--- config.mk ---
export PLATFORM = sky130hd
export DESIGN_NAME = int_to_float
export DESIGN_NICKNAME = d
export VERILOG_FILES = /design/src/rtl/fpu_pkg.sv /design/src/rtl/itof_round.sv /design/src/rtl/int_to_float.sv
export SDC_FILE = /design/constraint.sdc
export NUM_CORES = 1
export LEC_CHECK = 0
export CAP_MARGIN = 15
export CORE_AREA = 5 5 132 134
export DETAILED_ROUTE_END_ITERATION = 7
export DIE_AREA = 0 0 137 139
export SLEW_MARGIN = 5
export SYNTH_ARGS = -nofsm -noshare
export SYNTH_HDL_FRONTEND = slang
export SYNTH_SLANG_ARGS = --single-unit
--- constraint.sdc ---
create_clock -name clk -period 3.5 [get_ports clk]
set_input_delay 0.7 -clock clk [delete_from_list [all_inputs] [get_ports clk]]
set_output_delay 0.7 -clock clk [all_outputs]
set_load 0.01 [all_outputs]
--- src/rtl/fpu_pkg.sv ---
// Shared FPU types: IEEE-754 single field widths, packed fp32 view,
// and the state encoding of the integer-to-float converter.
package fpu_pkg;

    localparam int EXP_BIAS = 127;
    localparam int EXP_W    = 8;
    localparam int MAN_W    = 23;

    localparam logic [31:0] FP_POS_ZERO = 32'h0000_0000;

    typedef struct packed {
        logic             sign;
        logic [EXP_W-1:0] exp;
        logic [MAN_W-1:0] man;
    } fp32_t;

    typedef enum logic [2:0] {
        IDLE,
        ABS,
        NORM,
        ROUND,
        DONE
    } itof_state_t;

endpackage

--- src/rtl/itof_round.sv ---
// Combinational rounding stage for int_to_float: packs a normalised
// magnitude (mag[31]=1) into fp32 and reports lost precision.
// Ports: mag/exp/sign in; result (fp32_t) and inexact out.
// ITOF_RNE_EN defined: round-to-nearest-even; undefined: truncation.
module itof_round
    import fpu_pkg::*;
(
    input  logic [31:0]      mag,
    input  logic [EXP_W-1:0] exp,
    input  logic             sign,
    output fp32_t            result,
    output logic             inexact
);

    logic             guard;
    logic             sticky;
    logic [MAN_W-1:0] man;
    logic [MAN_W-1:0] man_r;
    logic [EXP_W-1:0] exp_r;
    logic             unused_bits;

    assign guard   = mag[7];
    assign sticky  = |mag[6:0];
    assign man     = mag[30:8];
    assign inexact = guard | sticky;

`ifdef ITOF_RNE_EN
    logic inc;
    logic carry;

    // Tie (g=1, s=0) rounds up only when the kept LSB is odd.
    assign inc            = guard & (sticky | mag[8]);
    assign {carry, man_r} = {1'b0, man} + {{MAN_W{1'b0}}, inc};
    // All-ones mantissa rolling over bumps the exponent; man_r is 0 then.
    assign exp_r          = exp + {{(EXP_W-1){1'b0}}, carry};
`else
    assign man_r = man;
    assign exp_r = exp;
`endif

    // mag[31] is the implicit leading one; mag[8] only matters for RNE.
    assign unused_bits = ^{mag[31], mag[8]};

    always_comb begin
        result      = '0;
        result.sign = sign;
        result.exp  = exp_r;
        result.man  = man_r;
    end

endmodule

--- src/rtl/int_to_float.sv ---
// Iterative 32-bit integer to IEEE-754 single converter, one request at
// a time. Ports: in_valid/in_ready/int_in request side; out_valid/
// out_ready/fp_out/inexact result side. Optional macro ITOF_RNE_EN
// selects round-to-nearest-even (else truncation). NORM_STEP: 1,2,4,8.
module int_to_float
    import fpu_pkg::*;
#(
    parameter int SIGNED_IN = 1,
    parameter int NORM_STEP = 4
) (
    input  logic        clk,
    input  logic        rst_n,
    input  logic        in_valid,
    output logic        in_ready,
    input  logic [31:0] int_in,
    output logic        out_valid,
    input  logic        out_ready,
    output logic [31:0] fp_out,
    output logic        inexact
);

    itof_state_t      state_q, state_d;
    logic [31:0]      mag_q, mag_d;
    logic [EXP_W-1:0] exp_q, exp_d;
    logic             sign_q, sign_d;
    logic [31:0]      fp_out_q, fp_out_d;
    logic             inexact_q, inexact_d;

    fp32_t            rnd_res;
    logic             rnd_inexact;

    itof_round u_round (
        .mag     (mag_q),
        .exp     (exp_q),
        .sign    (sign_q),
        .result  (rnd_res),
        .inexact (rnd_inexact)
    );

    assign in_ready  = (state_q == IDLE);
    assign out_valid = (state_q == DONE);
    assign fp_out    = fp_out_q;
    assign inexact   = inexact_q;

    always_comb begin
        state_d   = state_q;
        mag_d     = mag_q;
        exp_d     = exp_q;
        sign_d    = sign_q;
        fp_out_d  = fp_out_q;
        inexact_d = inexact_q;
        unique case (state_q)
            IDLE: begin
                // Raw operand parks in mag until ABS takes its magnitude.
                if (in_valid) begin
                    mag_d   = int_in;
                    state_d = ABS;
                end
            end
            ABS: begin
                sign_d = (SIGNED_IN != 0) && mag_q[31];
                // Unsigned negate: 0x80000000 stays 2^31.
                mag_d  = sign_d ? (~mag_q + 32'd1) : mag_q;
                if (mag_q == 32'd0) begin
                    fp_out_d  = FP_POS_ZERO;
                    inexact_d = 1'b0;
                    state_d   = DONE;
                end else begin
                    exp_d   = EXP_W'(EXP_BIAS + 31);
                    state_d = NORM;
                end
            end
            NORM: begin
                if (mag_q[31]) begin
                    state_d = ROUND;
                end else if (mag_q[31 -: NORM_STEP] == '0) begin
                    mag_d = mag_q << NORM_STEP;
                    exp_d = exp_q - EXP_W'(NORM_STEP);
                end else begin
                    mag_d = mag_q << 1;
                    exp_d = exp_q - EXP_W'(1);
                end
            end
            ROUND: begin
                fp_out_d  = rnd_res;
                inexact_d = rnd_inexact;
                state_d   = DONE;
            end
            DONE: begin
                if (out_ready) begin
                    state_d = IDLE;
                end
            end
            default: begin
                state_d = IDLE;
            end
        endcase
    end

    always_ff @(posedge clk or negedge rst_n) begin
        if (!rst_n) begin
            state_q   <= IDLE;
            mag_q     <= '0;
            exp_q     <= '0;
            sign_q    <= 1'b0;
            fp_out_q  <= FP_POS_ZERO;
            inexact_q <= 1'b0;
        end else begin
            state_q   <= state_d;
            mag_q     <= mag_d;
            exp_q     <= exp_d;
            sign_q    <= sign_d;
            fp_out_q  <= fp_out_d;
            inexact_q <= inexact_d;
        end
    end

endmodule
* Word level (Yosys, flattened, before mapping)
Index checks and enable logic that the tools add are counted.
W data, S select, Z words.
** Word-level totals
- Input bits :: 36
- Output and inout port bits :: 35
- Register bits after elaboration :: 77
- Word-level logic and storage cells :: 53
** Cells by class
- Reductions and logical operators :: 12
- Eq/ne operators :: 11
- Add/sub/neg operators :: 3
- Mux-type cells :: 18
- Bitwise logic cells :: 2
** Operators by type and width (count)
- $mux W32 :: 5
- $pmux W32 S3 :: 1
- $pmux W32 S2 :: 1
- $add A32 B1 Y32 const B :: 1
- $logic_not A32 Y1 :: 1
- $not A32 Y32 :: 1
- $mux W8 :: 3
- $pmux W8 S2 :: 1
- $pmux W3 S5 :: 1
- $mux W3 :: 4
- $ne A2 B2 Y1 const B :: 6
- $sub A8 B1 Y8 const B :: 1
- $sub A8 B3 Y8 const B :: 1
- $reduce_or A7 Y1 :: 1
- $eq A3 B2 Y1 const B :: 2
- $reduce_and A3 Y1 :: 2
- $logic_not A4 Y1 :: 1
- $reduce_and A2 Y1 :: 2
- $reduce_and A4 Y1 :: 1
- $reduce_bool A2 Y1 :: 2
- $eq A3 B1 Y1 const B :: 1
- $eq A3 B3 Y1 const B :: 1
- $logic_not A3 Y1 :: 1
- $reduce_bool A3 Y1 :: 1
- other kinds (4) :: 4

* Logic depth before layout (Yosys ltp)
Gate-level depths: netlist of run 1.
- Depth after elaboration :: 4
- Mapped depth :: 9
- Mapped depth without buffers :: 7

* Hierarchy
From an unflattened synthesis of run 1, not the netlist that was laid out.
** Unflattened totals
- Cell total of the unflattened synthesis :: 564
- Area, all modules :: 4947.2 µm²
** Modules (own cells, without submodules)
- int_to_float :: times used 1, area each 4690.7 µm², seq. area each 1926.8 µm², cells an instance 529
- itof_round :: times used 1, area each 256.5 µm², seq. area each 0.0 µm², cells an instance 35

* Worst setup path before layout of run 1
Ideal clock, no wire load.
- Path kind :: flip-flop to flip-flop
- Start :: register mag_q[0]
- End :: register mag_q[14]
- Period minus slack after synthesis :: 2.450 ns
- Stages on the path, launching flop included :: 9
- Path slack :: 1.050 ns
- Setup time :: 0.124 ns
- Data arrival time :: 2.327 ns
- Data required time :: 3.376 ns
- Buffers on the path :: 1
- Cells stage by stage :: dfrtp_1 > clkbuf_1 > inv_1 > ha_1 > or3b_1 > or4_1 > or4_1 > a31oi_1 > nor3_1
** On the way
- Longest elaborated chain between the ends :: 4
** Ends and longest elaborated chain
- from (decl) :: RTL line int_to_float.sv:23 : logic [31:0] mag_q, mag_d;
- from (signal assigned) :: RTL line int_to_float.sv:110 : mag_q <= mag_d;
- $not A32 Y32 :: RTL line int_to_float.sv:63 : mag_d = sign_d ? (~mag_q + 32'd1) : mag_q;
- $add A32 B1 Y32 :: RTL line int_to_float.sv:63
- $mux W32 :: RTL line int_to_float.sv:63
- $pmux W32 S3 :: RTL line int_to_float.sv:52 : unique case (state_q)
Every way passes these cells. The select of a mux whose other input is x is not followed.
A chain may end at the register's enable or synchronous reset.

* Worst setup path in the final report of run 1
- Start :: register mag_q[23]
- End :: register fp_out_q[8], in the netlist fp_out[8]
** On the way
- Longest elaborated chain between the ends :: 3
** Ends and longest elaborated chain
- $logic_not A32 Y1 :: RTL line int_to_float.sv:64 : if (mag_q == 32'd0) begin
- $ne A2 B2 Y1 (no line)
- $reduce_and A2 Y1 (no line)
- to (signal assigned) :: RTL line int_to_float.sv:113 : fp_out_q <= fp_out_d;
- to (decl) :: RTL line int_to_float.sv:26 : logic [31:0] fp_out_q, fp_out_d;
Every way passes these cells.

==> flow_summary.toml, run 1 <==
[run_status]
outcome = "completed"

[floorplan]
die_x_um = 137
die_y_um = 139
initial_utilization_pct = 29.22
rows = 47
die_area_um2 = 19040
core_area_um2 = 16170
ios = 71

[clock_network]
tritoncts = "done"
cts_root_buffer = "clkbuf_16"
clock_latency_ns = 0.34
cts.htree.levels = 3
numClockSinks = 77
clk_path_buf_depth = 2
cts.repair.resized = 0
ctsHoldBuffers = 0
path_clk_slew_ns = 0.06
cts_setup_buffers = 0
cts_buffers = 9

[grt]
grt_pass1_wl_um = 24070
grt_usage_pct = 15.56
grt_antenna_before_repair = 0
grt_max_degree = 78
first_global_vias = 4353
grt-ovfl-total = 0

[route]
wl_met3_um = 887
drt_iter0_markers = 458
met1Wirelength_um = 6554
wl_met2_um = 7004
drt_pass1_iterations = 5
num_vias = 4496
drc = 0
avgViaCountPerCell = 5.641
wl_per_cell_um = 18.38
drt-total-wl_um = 14650
highest_layer = "met4"
ant_nets = 0

[finish]
fin_area_um2 = 5907
fin_nets = 611
final_common_cell = "dfrtp_1"
most-common-layout-cells = "77 x dfrtp_1, 69 x clkdlybuf4s50_1, 51 x nor2_1"
antennaDiodeCount = 0
area_growth_pct = 24.99
finalCoreUtilization_pct = 36.53
drive_above_1_share_pct = 8.839

[critical_path]
ff2ff_setup_slack_ns = 0.79
criticalPathCategory = "reg -> reg"
worstPathArrival_ns = 2.93
critPathMaxFanout = 34
start_kind = "flip-flop"
critPathRequiredTime_ns = 3.72
worstSetupEndpointType = "flip-flop"

[synthesis]
ys_async_sr_fraction_pct = 100.0
netlist_area_um2 = 4726
synth_edf_count = 0
yosys.area.top_type_share_pct = 40.77
synth_cells = 530
yosysUniqueCellTypes = 63
dominantRegCellSynth = "dfrtp_1"
synth_area_leaders = "dfrtp_1 41%, a22o_1 7.0%, o21ai_0 4.1%"
avgSynthCellArea_um2 = 8.917
synth_warnings = 0
synth_seq_cells = 77
yosys.area.top_type = "dfrtp_1"
ys_seq_area_share_pct = 40.77
syn-num-nets = 569

[sta]
hold_viol = 0
finalSetupTns_ns = 0
worst-slew-pin-transition_ns = 0.9866
slew_violations = 0
rsz0062_at_grt = "no"
fin_crit_sh_pct = 77.40
timing.final.crit_period_ns = 2.709
fin_skew_ns = 0.009217
hold_ws_ns = 0.4889
clock.fmax_mhz = 369.1
relSlewSlack_pct = 34.23
setup_viol = 0

[placement]
place_area_um2 = 5580
post-dp-hpwl_um = 9893
place.gp.congestion = 0.8846
port_buffers = 70

[run]
cap_viol_max_count = 0

[power_and_ir_drop]
p_int_uw = 3274
worst_ir_drop_vdd_uv = 340.8
p_sw_share_pct = 43.92
seq_power_share_pct = 33.4
combPwrFrac_pct = 49.1
switchingPower_uw = 2564
leakage_uw = 0.002299
power_frac_clock_pct = 17.5
p_per_area_nw_per_um2 = 988.3

[hold_path]
hp-class = "reg -> reg"
sequential cells by signal (all words and copies together), names as in the netlist:
name / flops
exp_q: 8
mag_q: 32
sign_q: 1
fp_out: 32
state_q: 3
inexact: 1
power by group through the flow:
stage               combinational (µW)  clock [µW]  sequential [µW]
floorplan                         2150           0             1610
global placement                  2800           0             1930
detailed placement                2830           0             1950
CTS                               2860        1040             1940
global route                      3140        1080             2040
finish                            2870        1020             1950
cell usage after synthesis (7+ instances only):
library cell and count:
nor2_1 51, or4_1 10, nand4_1 7, or3_1 7, nor3_1 25, mux2i_1 19
nor4_1 10, nand2_1 34, a22o_1 38, a31oi_1 8, clkbuf_1 44, dfrtp_1 77
a21oi_1 31, o31ai_1 11, o21ai_0 39, inv_1 12
cells by family (layout without fill, tap and decap cells):
logic type / count (synthesis) / after routing / synth area share [%]
compound gates: 178 / 178 / 26.37
xor+xnor: 6 / 6 / 1.112
fa+ha+maj: 3 / 3 / 0.7944
buf+inv: 66 / 113 / 6.142
flops: 77 / 77 / 40.77
mux: 21 / 21 / 4.501
simple gates: 179 / 179 / 20.31
cell type report:
class	count	area [µm²]
clock inverters	4	70.07
repair buffers	85	810.8
clock buffers	12	256.5
multi-input cells	387	2522
inverters	12	45.04
well taps	220	275.3
flip-flops and latches	77	1927
fillers	1634	10260
critical path, stage by stage (launching register included):
cell	delay (ns)
dfrtp_1	0.44
or4_4	0.60
or4_4	0.57
nor4_4	0.31
o21ai_4	0.32
a22o_1	0.34
metal layers:
metal | vias up | track usage [%]
met1 | 2211 | 21.59
met2 | 176 | 24.35
met3 | 16 | 3.193
met5 | - | 0
li1 | 2093 | -
met4 | 0 | 4.727
stage by stage:
| step | cells | setup WS [ns] | total power, µW |
|---|---|---|---|
| finish | 797 | 0.7909 | 5838 |
| global route | 797 | 0.6269 | 6255 |
| CTS | 797 | 0.7729 | 5834 |
| detailed placement | 781 | 0.6812 | 4779 |
| global placement | 781 | 0.7191 | 4727 |
| floorplan | 530 | 1.050 | 3755 |
path summary, 6_finish.rpt:
check,startpoint,endpoint,cells past startpoint
max,mag_q[23],fp_out[8],5
min,sign_q,sign_q,2
max reg2reg,mag_q[23],fp_out[8],5
max in group asynchronous,rst_n,mag_q[18],1
min reg2reg,sign_q,sign_q,2
min in group asynchronous,rst_n,fp_out[23],1
No activity file was read; power rests on OpenSTA's default activity.
==> inputs of run 2 (changes only) <==
==> constraint.sdc (replaced) <==
create_clock -name clk -period 2.6 [get_ports clk]
set_input_delay 0.52 -clock clk [delete_from_list [all_inputs] [get_ports clk]]
set_output_delay 0.52 -clock clk [all_outputs]
set_load 0.01 [all_outputs]
==> run 2 against run 1 <==
  * Hold slack got worse by 0.29 ns
  * Clock skew barely moved
  * Final cell count rose by 4.5%
  * Register-to-register slack got worse by 0.68 ns
  * Combinational power rose by 58%
  * Count of clock-buffer cells in the layout fell by 3
  * Power rose by 47%
  * Core utilization rose by 2.4 points
  * Sequential share of layout area fell by 2.0 points
  * Setup slack got worse by 0.68 ns
  * Sequential cell count did not move
  * Global-route usage rose by 0.78 points
  * Critical endpoint is now mag_q[14]
  * Largest cell class unchanged
==> flow_summary.toml, run 2 (synthesis results as in run 1) <==
[run_status]
outcome = "completed"

[grt]
grt-ovfl-total = 0
grt_usage_pct = 16.33
grt_pass1_wl_um = 24910
grt_max_degree = 78
grt_antenna_before_repair = 0
first_global_vias = 4557

[finish]
final_common_cell = "dfrtp_1"
fin_nets = 647
drive_above_1_share_pct = 14.52
area_growth_pct = 33.07
fin_area_um2 = 6289
antennaDiodeCount = 0
most-common-layout-cells = "77 x dfrtp_1, 69 x clkdlybuf4s50_1, 51 x nor2_1"

[clock_network]
cts.htree.levels = 3
clock_latency_ns = 0.35
numClockSinks = 77
clk_path_buf_depth = 2
path_clk_slew_ns = 0.07
cts_root_buffer = "clkbuf_16"
tritoncts = "done"
ctsHoldBuffers = 0
cts_buffers = 9

[run]
cap_viol_max_count = 0

[power_and_ir_drop]
p_per_area_nw_per_um2 = 1368
leakage_uw = 0.002514
p_total_uw = 8605
worst_ir_drop_vdd_uv = 563.1

[route]
ant_nets = 0
drt_iter0_markers = 392
wl_per_cell_um = 18.41
num_vias = 4591
drt-total-wl_um = 15340
drc = 0
avgViaCountPerCell = 5.511
drt_pass1_iterations = 5

[critical_path]
r2r_start = "mag_q[1]"
worstPathArrival_ns = 2.73
r2r_cells = 7
worstSetupEndpointType = "flip-flop"
start_kind = "flip-flop"
criticalPathCategory = "reg -> reg"
critPathMaxFanout = 5
ff2ff_setup_slack_ns = 0.11
r2r_end = "mag_q[14]"
critPathRequiredTime_ns = 2.84
startpoint = "mag_q[1]"

[hold_path]
hp-class = "in -> async"

[placement]
post-dp-hpwl_um = 10440
place.gp.congestion = 0.8661
port_buffers = 70
place_area_um2 = 5848

[sta]
slew_violations = 0
hold_viol = 0
relSlewSlack_pct = 53.18
timing.final.crit_period_ns = 2.491
setup_viol = 0
clock.fmax_mhz = 401.5
rsz0062_at_grt = "no"
worst-slew-pin-transition_ns = 0.6997
fin_crit_sh_pct = 95.80
hold_ws_ns = 0.1949
fin_skew_ns = 0.009181
finalSetupTns_ns = 0

[floorplan]
ios = 71
die_area_um2 = 19040
rows = 47
die_y_um = 139
initial_utilization_pct = 29.22
die_x_um = 137
core_area_um2 = 16170
-- run 2: worst max path at each step --
stage                     depth (start not counted)    endpoint  slack, ns
after floorplan                                   8   mag_q[14]       0.15
after global placement                            5   fp_out[0]       0.14
after detailed placement                          5   fp_out[1]       0.09
after CTS                                         5  fp_out[24]       0.08
after global routing                              7   mag_q[14]       0.01
final                                             7   mag_q[14]       0.11
-- run 2: power breakdown --
part	internal (µW)	switching [µW]	leakage, µW
clock	1230	514	0.000200
sequential	1740	592	0.000945
combinational	2070	2470	0.00137
total	5030	3570	0.00251
-- run 2: critical path, cell delays in order, from the launching register on --
cell and delay, ns:
dfrtp_1 0.38, inv_1 0.07, ha_1 0.20, or3b_1 0.42, or4_1 0.62, or4_1 0.44
a31oi_1 0.18, nor3_1 0.07
-- run 2: cell type report --
class	count	area (µm²)
multi-input cells	388	2545
well taps	220	275.3
clock inverters	7	185.2
inverters	12	45.04
clock buffers	9	225.2
repair buffers	120	1086
fillers	1596	9883
flip-flops and latches	77	1927
-- run 2: per-layer routing --
metal / up-vias / part of all wire, % / GRT usage (%)
li1: 2165 / - / -
met1: 2226 / 45 / 22.48
met2: 164 / 47 / 24.89
met3: 36 / 5.6 / 2.649
met4: 0 / 2.9 / 7.773
met5: - / 0 / 0
-- run 2: timing repair --
action	in CTS	in global routing
buffers inserted	0	1
resized for setup	0	2
endpoints found under the hold margin	0	0
endpoints found under the setup margin	0	33
-- run 2: metrics by stage --
stage	utilization [%]	worst slack, ns	std cells
6_report	38.89	0.1091	833
5_1_grt	38.89	0.01163	833
4_1_cts	38.70	0.08389	831
3_5_place_dp	36.16	0.09174	815
3_3_place_gp	36.16	0.1367	815
2_1_floorplan	-	0.1496	530
==> inputs of run 3 (changes only) <==
--- a/config.mk
+++ b/config.mk
@@ -9,6 +9,7 @@
 export CORE_AREA = 5 5 132 134
 export DETAILED_ROUTE_END_ITERATION = 7
 export DIE_AREA = 0 0 137 139
+export HOLD_SLACK_MARGIN = 0.1
 export SLEW_MARGIN = 5
 export SYNTH_ARGS = -nofsm -noshare
 export SYNTH_HDL_FRONTEND = slang
==> results of run 3 <==
Final layout, timing and power as in run 2 (identical DEF).
